`src/rtl/alu_pkg.sv`:
```
// alu_pkg: shared ALU control codes, alu_op classes, RV32M funct3 values and sequencer states
package alu_pkg;

    typedef enum logic [4:0] {
        ALU_NOP, ALU_ADD, ALU_SUB, ALU_AND, ALU_OR, ALU_XOR, ALU_SLL, ALU_SLT,
        ALU_SLTU, ALU_SRL, ALU_SRA, ALU_BEQ, ALU_BNE, ALU_BLT, ALU_BGE, ALU_BLTU,
        ALU_BGEU, ALU_JALR, ALU_MUL, ALU_MULH, ALU_MULHSU, ALU_MULHU, ALU_DIV,
        ALU_DIVU, ALU_REM, ALU_REMU
    } alu_code_e;

    localparam logic [2:0] OP_R  = 3'b000;
    localparam logic [2:0] OP_I  = 3'b001;
    localparam logic [2:0] OP_SL = 3'b010;
    localparam logic [2:0] OP_B  = 3'b011;
    localparam logic [2:0] OP_U  = 3'b100;
    localparam logic [2:0] OP_J  = 3'b101;

    localparam logic [2:0] F3_MUL    = 3'b000;
    localparam logic [2:0] F3_MULH   = 3'b001;
    localparam logic [2:0] F3_MULHSU = 3'b010;
    localparam logic [2:0] F3_MULHU  = 3'b011;
    localparam logic [2:0] F3_DIV    = 3'b100;
    localparam logic [2:0] F3_DIVU   = 3'b101;
    localparam logic [2:0] F3_REM    = 3'b110;
    localparam logic [2:0] F3_REMU   = 3'b111;

    localparam logic [6:0] F7_MEXT = 7'b0000001;

    typedef enum logic [1:0] {S_IDLE, S_BUSY, S_DONE} md_state_e;

endpackage

```
`src/rtl/alu_ctrl_md_md_iter.sv`:
```
// md_iter: radix-2 multiply/divide datapath on operand magnitudes with final sign fix
module md_iter
    import alu_pkg::*;
#(
    parameter int XLEN = 32
) (
    input  logic            clk,
    input  logic            rst,
    input  logic            load,
    input  logic            step,
    input  logic [2:0]      funct3,
    input  logic [XLEN-1:0] a,
    input  logic [XLEN-1:0] b,
    output logic            special,
    output logic            last,
    output logic [XLEN-1:0] result
);

    localparam int CW = $clog2(XLEN);
    localparam logic [XLEN-1:0] MIN = {1'b1, {(XLEN-1){1'b0}}};

    logic [XLEN-1:0]   hi, lo, m, mag_a, mag_b, nhi, nlo, qr, fin, spec_val;
    logic [XLEN:0]     sum, trial;
    logic [2*XLEN-1:0] prod;
    logic [CW-1:0]     cnt;
    logic [2:0]        f3;
    logic              neg, sa, sb, div_zero, ovf;

    // operand magnitudes and divides that finish without iterating
    always_comb begin
        sa       = !(funct3 inside {F3_MULHU, F3_DIVU, F3_REMU}) && a[XLEN-1];
        sb       = !(funct3 inside {F3_MULHU, F3_DIVU, F3_REMU, F3_MULHSU}) && b[XLEN-1];
        mag_a    = sa ? -a : a;
        mag_b    = sb ? -b : b;
        div_zero = funct3[2] && b == '0;
        ovf      = funct3 inside {F3_DIV, F3_REM} && a == MIN && b == '1;
        special  = div_zero || ovf;
        spec_val = ovf ? (funct3[1] ? '0 : MIN) : (funct3[1] ? a : '1);
    end

    // one shift-add or restoring-divide step, plus the sign-fixed final value
    always_comb begin
        sum   = {1'b0, hi} + (lo[0] ? {1'b0, m} : '0);
        trial = {hi, lo[XLEN-1]} - {1'b0, m};
        nhi   = f3[2] ? (trial[XLEN] ? {hi[XLEN-2:0], lo[XLEN-1]} : trial[XLEN-1:0]) : sum[XLEN:1];
        nlo   = f3[2] ? {lo[XLEN-2:0], !trial[XLEN]} : {sum[0], lo[XLEN-1:1]};
        prod  = neg ? -{nhi, nlo} : {nhi, nlo};
        qr    = f3[1] ? nhi : nlo;
        fin   = f3[2] ? (neg ? -qr : qr) : (f3 == F3_MUL ? prod[XLEN-1:0] : prod[2*XLEN-1:XLEN]);
        last  = cnt == '0;
    end

    // operand capture on accept, iteration while stepping, result on the final step
    always_ff @(posedge clk) begin
        if (rst) begin
            hi     <= '0;
            lo     <= '0;
            m      <= '0;
            cnt    <= '0;
            f3     <= '0;
            neg    <= 1'b0;
            result <= '0;
        end else if (load) begin
            hi  <= '0;
            lo  <= mag_a;
            m   <= mag_b;
            cnt <= CW'(XLEN - 1);
            f3  <= funct3;
            neg <= funct3 inside {F3_REM, F3_REMU} ? sa : sa ^ sb;
            if (special)
                result <= spec_val;
        end else if (step) begin
            hi  <= nhi;
            lo  <= nlo;
            cnt <= last ? cnt : cnt - 1'b1;
            if (last)
                result <= fin;
        end
    end

endmodule

```
`src/rtl/alu_ctrl_md.sv`:
```
// alu_ctrl_md: EX-stage ALU control decode with optional RV32M sequencer (enabled by ALU_MEXT_EN)
module alu_ctrl_md
    import alu_pkg::*;
#(
    parameter int XLEN = 32
) (
    input  logic            clk,
    input  logic            rst,
    input  logic            valid_i,
    input  logic            flush_i,
    input  logic            mem_r,
    input  logic [2:0]      alu_op,
    input  logic [2:0]      funct3,
    input  logic [6:0]      funct7,
    input  logic [XLEN-1:0] rs1_i,
    input  logic [XLEN-1:0] rs2_i,
    output logic [4:0]      ALUCtrl,
    output logic            md_busy_o,
    output logic            md_done_o,
    output logic [XLEN-1:0] md_result_o
);

    alu_code_e code;

`ifdef ALU_MEXT_EN
    logic m_op;
    assign m_op = alu_op == OP_R && funct7 == F7_MEXT;
`endif

    // base RV32I decode, with M-ops overriding the R class when enabled
    always_comb begin
        code = ALU_NOP;
        case (alu_op)
            OP_R, OP_I:
                case (funct3)
                    3'b000:  code = (alu_op == OP_R && funct7[5]) ? ALU_SUB : ALU_ADD;
                    3'b001:  code = ALU_SLL;
                    3'b010:  code = ALU_SLT;
                    3'b011:  code = ALU_SLTU;
                    3'b100:  code = ALU_XOR;
                    3'b101:  code = funct7[5] ? ALU_SRA : ALU_SRL;
                    3'b110:  code = ALU_OR;
                    default: code = ALU_AND;
                endcase
            OP_SL:   code = funct3 inside {3'b011, 3'b110, 3'b111} ? ALU_NOP : ALU_ADD;
            OP_B:
                case (funct3)
                    3'b000:  code = ALU_BEQ;
                    3'b001:  code = ALU_BNE;
                    3'b100:  code = ALU_BLT;
                    3'b101:  code = ALU_BGE;
                    3'b110:  code = ALU_BLTU;
                    3'b111:  code = ALU_BGEU;
                    default: code = ALU_NOP;
                endcase
            OP_U:    code = funct3 == 3'b000 ? ALU_JALR : ALU_NOP;
            OP_J:    code = ALU_NOP;
            default: code = ALU_NOP;
        endcase
`ifdef ALU_MEXT_EN
        if (m_op)
            code = alu_code_e'(5'(ALU_MUL) + {2'b00, funct3});
`endif
        ALUCtrl = code;
    end

`ifdef ALU_MEXT_EN
    md_state_e state, state_nx;
    logic      accept, special, last;
    logic      unused_ok;

    assign unused_ok = mem_r;

    // sequencer state register
    always_ff @(posedge clk) begin
        if (rst)
            state <= S_IDLE;
        else
            state <= state_nx;
    end

    // next state and stall/done handshake; a flush abandons the op silently
    always_comb begin
        state_nx  = state;
        accept    = state == S_IDLE && valid_i && m_op && !flush_i;
        md_busy_o = accept || state == S_BUSY;
        md_done_o = state == S_DONE && !flush_i;
        case (state)
            S_IDLE:  state_nx = accept ? (special ? S_DONE : S_BUSY) : S_IDLE;
            S_BUSY:  state_nx = flush_i ? S_IDLE : (last ? S_DONE : S_BUSY);
            default: state_nx = S_IDLE;
        endcase
    end

    md_iter #(.XLEN(XLEN)) u_md_iter (
        .clk     (clk),
        .rst     (rst),
        .load    (accept),
        .step    (state == S_BUSY && !flush_i),
        .funct3  (funct3),
        .a       (rs1_i),
        .b       (rs2_i),
        .special (special),
        .last    (last),
        .result  (md_result_o)
    );
`else
    logic unused_ok;

    assign unused_ok   = ^{clk, rst, valid_i, flush_i, mem_r, funct7[6], funct7[4:0], rs1_i, rs2_i};
    assign md_busy_o   = 1'b0;
    assign md_done_o   = 1'b0;
    assign md_result_o = '0;
`endif

endmodule

```
`config.mk`:
```
export PLATFORM = sky130hd
export DESIGN_NAME = alu_ctrl_md
export DESIGN_NICKNAME = d
export VERILOG_FILES = /design/src/rtl/alu_pkg.sv /design/src/rtl/alu_ctrl_md_md_iter.sv /design/src/rtl/alu_ctrl_md.sv
export SDC_FILE = /design/constraint.sdc
export NUM_CORES = 1
export LEC_CHECK = 0
export BUFFER_PORTS_ARGS = -buffer_cell sky130_fd_sc_hd__buf_4
export CAP_MARGIN = 20
export CORE_UTILIZATION = 24
export DETAILED_ROUTE_END_ITERATION = 10
export PLACE_DENSITY_LB_ADDON = 0.08
export SLEW_MARGIN = 40
export SYNTH_ARGS = -nofsm -noshare
export SYNTH_HDL_FRONTEND = slang
export SYNTH_HIERARCHICAL = 1
export SYNTH_SLANG_ARGS = --single-unit
```
`constraint.sdc`:
```
create_clock -name vclk -period 1.1
set_input_delay 0.11 -clock vclk [all_inputs]
set_output_delay 0.11 -clock vclk [all_outputs]
set_load 0.005 [all_outputs]
```
# [Word-level counts from Yosys, hierarchy flattened]
# Cells that the tools add are included.
[word_totals] ff_bits=0 latch_bits=0 ram_bits=0 mem_bits_ro=0 inputBits=82 output_inout_bits=39 wordCells=23 n_memories=0
[op_classes] addsub=0 n_mul=0 n_div=0 order_cmp=0 eq_ne=11 shifts=0 mux=7 bitwise=0 reduce_logical=5
[ops] operator="one-hot mux 5 bit (6 select lines)" count=1
[ops] operator="one-hot mux 4 bit (7 select lines)" count=1
[ops] operator="one-hot mux 5 bit (4 select lines)" count=1
[ops] operator="== test 3 bit, second input constant" count=5
[ops] operator="== test 3 x 2 -> 1 bit, second input constant" count=4
[ops] operator="== test 3 x 1 -> 1 bit, second input constant" count=2
[ops] operator="zero test 3 bit" count=2
[ops] operator="2-to-1 mux 5 bit" count=1
[ops] operator="2-to-1 mux 2 bit" count=2
[ops] operator="nonzero test 3 bit" count=1
[ops] operator="OR reduction 2 bit" count=1
[ops] operator="logical AND 1 bit" count=1
[ops] operator="2-to-1 mux 1 bit" count=1

# [Longest topological paths before layout]
# Gate-level depths: netlist (run 1).
[depth] word_depth=5 depth_mapped=5 ltp_nobuf=4

# [Worst setup path before layout (run 1)]
# No wires, ideal clock.
[synth_path] kind="input -> output" startpoint="in funct3[1]" endpoint="out ALUCtrl[1]" t_arrival_ps=765 required_time_ps=990 slack_ps=225 stages=5 path_buffers=1 path_cell_list="buf_6 nor2b_4 a21oi_1 o22ai_1 a211o_1"
[synth_via] elab_chain_cells=3 word_cells_on_any_way=11 cone_classes="eq/ne: 7; mux: 3; reduce/logical: 1"
[synth_lines] element="start, declared" line="alu_ctrl_md.sv:13" text="input logic [2:0] funct3,"
[synth_lines] element="== test 3 bit, or another cell as far along" line="alu_ctrl_md.sv:35, alu_ctrl_md.sv:47"
[synth_lines] element="one-hot mux 4 bit (7 select lines) / one-hot mux 5 bit (6 select lines) (equally long branches)" line="alu_ctrl_md.sv:35, alu_ctrl_md.sv:47"
[synth_lines] element="one-hot mux 5 bit (4 select lines) (*)" line="alu_ctrl_md.sv:33" text="case (alu_op)"
[synth_lines] element="end, declared" line="alu_ctrl_md.sv:17" text="output logic [4:0] ALUCtrl,"
# Every way passes the cells marked *; elsewhere a longest branch is shown, timed or not.

# [Worst setup path after layout (run 1)]
[layout_path] startpoint="in alu_op[1]" endpoint="out ALUCtrl[1]"
[layout_via] elab_chain_cells=5 word_cells_on_any_way=10 cone_classes="eq/ne: 4; mux: 3; reduce/logical: 3"
[layout_lines] element="start, declared" line="alu_ctrl_md.sv:12" text="input logic [2:0] alu_op,"
[layout_lines] element="zero test 3 bit" line="alu_ctrl_md.sv:33, alu_ctrl_md.sv:36"
[layout_lines] element="logical AND 1 bit" line="alu_ctrl_md.sv:36" text="3'b000: code = (alu_op == OP_R && funct7[5]) ? ALU_SUB : ALU_ADD;"
[layout_lines] element="2-to-1 mux 2 bit" line="alu_ctrl_md.sv:36"
[layout_lines] element="one-hot mux 4 bit (7 select lines)" line="alu_ctrl_md.sv:35" text="case (funct3)"
[layout_lines] element="one-hot mux 5 bit (4 select lines) (*)" line="alu_ctrl_md.sv:33"
# Marks and branches as above.

==> run summary, run 1 <==
Setup violations remaining at the end of the flow were counted as 0. The logs give 0 for the antenna violation net count after detailed routing and 4 for the first-pass iteration count of the detailed router. The final instance area is 518 sq um, and the maximum fanout encountered on the critical timing path is 6.

The total overflow left after global routing is 0. The number of distinct library cell variants in the gate-level netlist after synthesis is 26, and the final critical-path setup slack is 0.0370 ns. The detailed router finished its first iteration with 10 violations. Prior to clock tree synthesis, the placed netlist has a worst setup slack of 0.00766 ns.

The design has 0 sequential cells. After detailed placement, the total cell area comes to 494 sq um. After layout, the clock buffer instance count stands at 0. Post-CTS timing repair inserted 0 buffers for setup.

Library cell contributing the largest single delay on the critical path: a211o_1. Once detailed placement completed, the half-perimeter wirelength came to 688 microns. The logs give 0 for the number of hold violations in the final report and 0 for the number of maximum-capacitance constraint violations. Summing every instance area after synthesis gives 537 sq um. The run gives 0.0606 as the global-route total usage across every layer.

The commonest cells after synthesis are buf_4 (35), nor2_1 (7), nand2_1 (3), o21ai_1 (3). Setup repair after global routing left no endpoint under its margin. The die covers 2430 sq um. Power density normalized to cell area: 317 nW/um^2.

The share of synthesized area occupied by flip-flops and latches is 0. Kind of path behind the tightest hold check: primary input to primary output. Data on the critical path arrives at its endpoint at 0.95 ns. The first global-routing pass estimated 1250 microns of wire. The final critical-path share of the clock period is 0.966. The post-detailed-routing wire length was 858 microns. The sort of element at the end of the critical path was a primary output. The tools report the termination of the worst setup path as ALUCtrl[1]. The run gives 0 as the number of slew-limit violations in the final report.

Dividing the detail-routed via count by the number of cells gives 3.76. STA classifies the critical path startpoint as a primary input. For the routability-driven placement congestion ratio, the log shows 0.697. The logs give 0.265 for the effective utilization at floorplan and 118 uV for the peak ir drop on the vdd network. The number of nets in the layout was 168.

Most frequent cell on the critical path: buf_4. The share of the synthesized area in the top cell type is 0.490. In this run the worst setup path begins at alu_op[1]. Along the worst hold path, the cell count comes to 3. The number of logic stages on the critical path including buffering works out to 6.

The ratio of cells with drive above 1 in the final layout came out at 0.262. The cell family with the largest share of critical-path delay was compound AO/OA/AOI/OAI gates. The I/O pin total is 121.

The floorplan die height is 49.3 microns, and the wire length per cell is 7.73 microns. Across the whole layout, storage elements account for 0 sq um. For this block, the via count after detailed routing is 417. The via count of the first global-routing pass is 277.

The number of buffers inserted by hold repair at cts was 0; the highest clock rate was 941 MHz. From synthesis to final layout, the design area changed by -3.50%. The total leakage power was 0.272 nW. On the worst path, the slowest cell contributes a delay of 0.23 ns.

The worst hold-check slack was 0.515 ns. The worst setup path is of the primary input to primary output kind. The dominant cell type by area after synthesis is buf_4. Overall die width: 49.3 microns.

The total core area was 2020 sq um; the number of antenna violations at the first check in global routing was 0. The post-cts repair resize count is 0, and the count of port buffers added during placement is 12. For the final routed database, the setup TNS stands at 0 ns.

The post-synthesis average cell area works out to 6.97 sq um. The flow ran to the end, and the final reports show no timing, DRC or antenna violations. Sorting the synthesized cells by area gives the leading types as buf_4 (49%), nor2b_4 (5.1%), nor2_1 (4.9%), buf_6 (4.2%), a32oi_1 (3.3%). The minimum clock period was 1.06 ns. Data on the critical path is required at its endpoint by 0.99 ns.

The largest net degree at the start of global routing is 13, and the buffer and inverter count on the worst path is 2. The tools report the diode insertion count for antenna repair as 0. The synthesized instance count is 77, and the number of placement rows is 16. buf_4 is the most common cell in the netlist.

Walking the worst path, the cells encountered are buf_4, nor2b_4, nand4_1, o22ai_2, a211o_1, buf_4. The logs give 6 for the synthesis warning total and 0 for the remaining design rule violation count.
[final cells by class]
| cell class | count | area, sq um |
|---|---|---|
| Multi-Input combinational cell | 69 | 375 |
| Tap cell | 27 | 33.8 |
| Timing Repair Buffer | 12 | 97.6 |
| Fill cell | 237 | 1500 |
| Inverter | 3 | 11.3 |
[power by group]
| part | internal, W | switching (W) |
|---|---|---|
| Combinational | 0.0000670 | 0.0000971 |
| Sequential | 0 | 0 |
| Clock | 0 | 0 |
[how the worst min path moves through the flow]
stage / endpoint / start / slack (ns)
floorplan: ALUCtrl[2] / alu_op[2] / 0.24
global placement: ALUCtrl[2] / alu_op[2] / 0.52
detailed placement: ALUCtrl[2] / alu_op[2] / 0.51
CTS: ALUCtrl[2] / alu_op[2] / 0.51
global route: ALUCtrl[2] / alu_op[2] / 0.54
finish: ALUCtrl[2] / alu_op[2] / 0.51
[worst min-delay path, cell delays in order]
cell and delay [ns]:
buf_4 0.13, a2111oi_2 0.04, buf_4 0.13
[placed cells by master (no fill, tap or decap)]
cell,n
o21ai_2,1
nor2_1,6
nor3_1,1
buf_6,2
a32oi_1,2
nor2b_1,1
nand4_1,1
inv_2,2
conb_1,34
o211ai_1,1
o21ai_0,2
a21boi_0,1
a21oi_2,1
a211oi_1,1
nand2_1,3
inv_1,1
nor3_2,1
mux2i_1,1
a2111oi_2,1
a211o_1,1
o21ai_1,2
nor2b_4,2
o22ai_2,1
nor2_2,1
buf_4,10
a21oi_1,1
and3_1,1
xor2_1,2
[stage by stage]
stage                     std cells  total power [W]  utilization
after floorplan                 110         0.000196            -
after global placement          111         0.000157        0.244
after detailed placement        111         0.000153        0.244
after CTS                       111         0.000154        0.244
after global routing            111         0.000183        0.256
final                           111         0.000164        0.256
[routing by layer]
layer,up-vias,wire length [microns],track usage
met3,0,65,0
met5,-,0,0
li1,206,-,-
met1,181,399,0.0952
met4,0,0,0
met2,30,393,0.0959
[cells by family after synthesis]
kind of cell | after synthesis | share of synthesized area
buffers and inverters | 41 | 0.562
AND/OR/NAND/NOR | 17 | 0.184
AO/OA/AOI/OAI | 15 | 0.196
XOR/XNOR | 2 | 0.0326
multiplexers | 1 | 0.0186
other | 1 | 0.00699
No activity file was read; power rests on OpenSTA's default activity.
==> inputs of run 2 (changes only) <==
--- a/config.mk
+++ b/config.mk
@@ -6,10 +6,12 @@
 export NUM_CORES = 1
 export LEC_CHECK = 0
 export BUFFER_PORTS_ARGS = -buffer_cell sky130_fd_sc_hd__buf_4
-export CAP_MARGIN = 20
-export CORE_UTILIZATION = 24
+export CAP_MARGIN = 10
+export CELL_PAD_IN_SITES_DETAIL_PLACEMENT = 1
+export CELL_PAD_IN_SITES_GLOBAL_PLACEMENT = 1
+export CORE_UTILIZATION = 12
 export DETAILED_ROUTE_END_ITERATION = 10
-export PLACE_DENSITY_LB_ADDON = 0.08
+export PLACE_DENSITY_LB_ADDON = 0.1
 export SLEW_MARGIN = 40
 export SYNTH_ARGS = -nofsm -noshare
 export SYNTH_HDL_FRONTEND = slang
==> run summary, run 2 (synthesized netlist as in run 1, its figures left out) <==
The flow ran to the end, and the final reports show no timing, DRC or antenna violations. The path with the worst hold slack has its endpoint at ALUCtrl[2]. For the number of sequential cells in the layout, the log shows 0 (unchanged).

Walking the worst path, the cells encountered are buf_6, nor2b_4, nand4_1, o22ai_1, a211o_1, buf_6. The overall die width works out to 68.9 microns (+40%). The minimum clock period is 1.06 ns (+0.000611 ns). The worst hold path begins at alu_op[2].

The run gives 553 sq um (+12%) as the instance area after placement. The tools report the number of vias in the routed layout as 452 (+8.4%). Library cell contributing the largest single delay on the critical path: a211o_1. The iteration-0 DRC count of the detailed router was 7 (-3); the synthesis-to-layout area growth was 11.7%. Launch point of the critical path: alu_op[1]. The run gives 0 (unchanged) as the layout clock buffer count. Antenna violation net count after detailed routing: 0 (unchanged).

The number of placement rows was 23 (+7); the peak ir drop on the vdd network was 62.9 uV (-47%). The final critical-path share of the clock period was 0.967 (about the same). The utilization after layout came out at 0.145 (-0.112). The pre-CTS setup slack is -0.0108 ns (-0.0185 ns). The critical path in this run is classified as primary input to primary output. Area taken by multi-input logic gates: 375 sq um (unchanged). The number of endpoints failing setup at the final stage is 0 (unchanged). The ratio of cells with drive above 1 in the final layout came out at 0.278 (+0.0159). The run gives 359 (+30%) as the via count of the first global-routing pass.

The tools report the fill cell instance count of the final layout as 531 (+120%). The count of port buffers added during placement is 12 (unchanged), and the first-pass iteration count of the detailed router is 4 (unchanged). The tools report the number of maximum-capacitance constraint violations as 0 (unchanged).

The total core area was 4140 sq um (+100%). The tools report the number of nets in the layout as 174 (+3.6%). Power density normalized to cell area: 316 nW/um^2 (-0.20%).

The run gives 0 sq um (unchanged) as the sequential standard cell area. For the first-pass GRT wire length, the log shows 1790 microns (+44%). STA classifies the critical path startpoint as a primary input. For the total leakage power, the log shows 0.303 nW (+11%). Highest clock rate: 940 MHz (about the same).

The post-detailed-routing wire length is 1210 microns (+41%), and the number of buffers inserted by hold repair at cts is 0 (unchanged). The tools report the routability-driven placement congestion ratio as 0.705 (+1.3%). For the remaining design rule violation count, the log shows 0 (unchanged). The number of hold violations in the final report came out at 0 (unchanged). The tools report the diode insertion count for antenna repair as 0 (unchanged). By instance count, the cell type seen most on the critical path is buf_6. The detailed-route vias per instance was 3.23 (-14%).

Leaving out fill and tap cells, the most frequent cell in the layout is conb_1. For the critical path required time, the log shows 0.99 ns (about the same). The worst setup path is captured at a primary output. The I/O pin total was 121 (unchanged). Kind of path behind the tightest hold check: primary input to primary output. The half-perimeter wire length after placement is 983 microns (+43%). The library cells used most frequently in the layout, excluding fill and tap cells, are conb_1 (34), buf_4 (14), nor2_1 (7).

The data arrival at the endpoint of the critical path was 0.95 ns (about the same); the global-route total usage across every layer was 0.0494 (-0.0112). The final critical-path setup slack is 0.0364 ns (-0.000612 ns). The tools report the number of antenna violations at the first check in global routing as 0 (unchanged). The wire length per cell is 8.61 microns (+11%), and the total global routing overflow is 0 (unchanged). Setup repair after global routing could not meet its margin everywhere. Largest net degree at the start of global routing: 12 (-1). The die outline area is 4740 sq um (+95%). Effective utilization at floorplan: 0.130 (-0.136).

The highest cell delay on the worst timing path is 0.29 ns (+0.06 ns), and the floorplan die height is 68.9 microns (+40%). The logs give 0 (unchanged) for the number of slew-limit violations in the final report and 599 sq um (+16%) for the final instance area. The worst hold path stage count was 3 (unchanged); the maximum fanout encountered on the critical timing path was 6 (unchanged).
[run 2: cell types whose count changed in the layout (fill, tap and decap cells not counted)]
cell       delta
a2111oi_2     -1
buf_6         +2
o21ai_1       +2
a21boi_1      +1
a2111oi_4     +1
buf_4         +4
nor2_1        +1
nor2_2        -1
o22ai_2       -1
o21ai_2       -1
o21ai_0       -1
o22ai_1       +1
a21boi_0      -1
[run 2: critical path: cells and delay by family]
kind	cells	cell delay [ns]
AOI/OAI and AO/OA	2	0.37
buffers and inverters	2	0.23
and+or+nand+nor	2	0.24
[run 2: layout make-up]
type / count / share of cell area
well taps: 50 / 0.104
inverters: 3 / 0.0188
multi-input cells: 69 / 0.626
repair buffers: 18 / 0.251
[run 2: how the worst max path moves through the flow]
stage	endpoint	slack (ns)	cells past startpoint
floorplan	ALUCtrl[1]	0.23	5
global placement	ALUCtrl[1]	-0.02	6
detailed placement	ALUCtrl[1]	-0.01	6
CTS	ALUCtrl[2]	0.01	4
global route	ALUCtrl[1]	-0.02	6
finish	ALUCtrl[1]	0.04	6
[run 2: power by group]
part / leakage (nW) / switching, W / internal (W) / total, W
clock network: 0 / 0 / 0 / 0
logic: 0.303 / 0.000107 / 0.0000829 / 0.000189
registers: 0 / 0 / 0 / 0
total: 0.303 / 0.000107 / 0.0000829 / 0.000189
[run 2: stage by stage]
stage	hold slack, ns	cells	power [W]	TNS (ns)
6_report	0.520	140	0.000189	0
5_1_grt	0.531	140	0.000216	-0.0255
2_1_floorplan	0.241	110	0.000196	0
3_5_place_dp	0.523	138	0.000172	-0.0112
4_1_cts	0.524	140	0.000182	0
3_3_place_gp	0.525	138	0.000174	-0.0336
[run 2: repair_timing]
action	CTS	global route
pin swaps	4	0
setup buffers	2	0
endpoints found under the setup margin	2	4
resized for setup	4	4
cloned	0	0
endpoints found under the hold margin	0	0
[run 2: routing by layer]
metal,share of wire,global-route usage
met3,0.066,0.00329
met5,0,0
met2,0.50,0.0874
met4,0,0
met1,0.44,0.0688
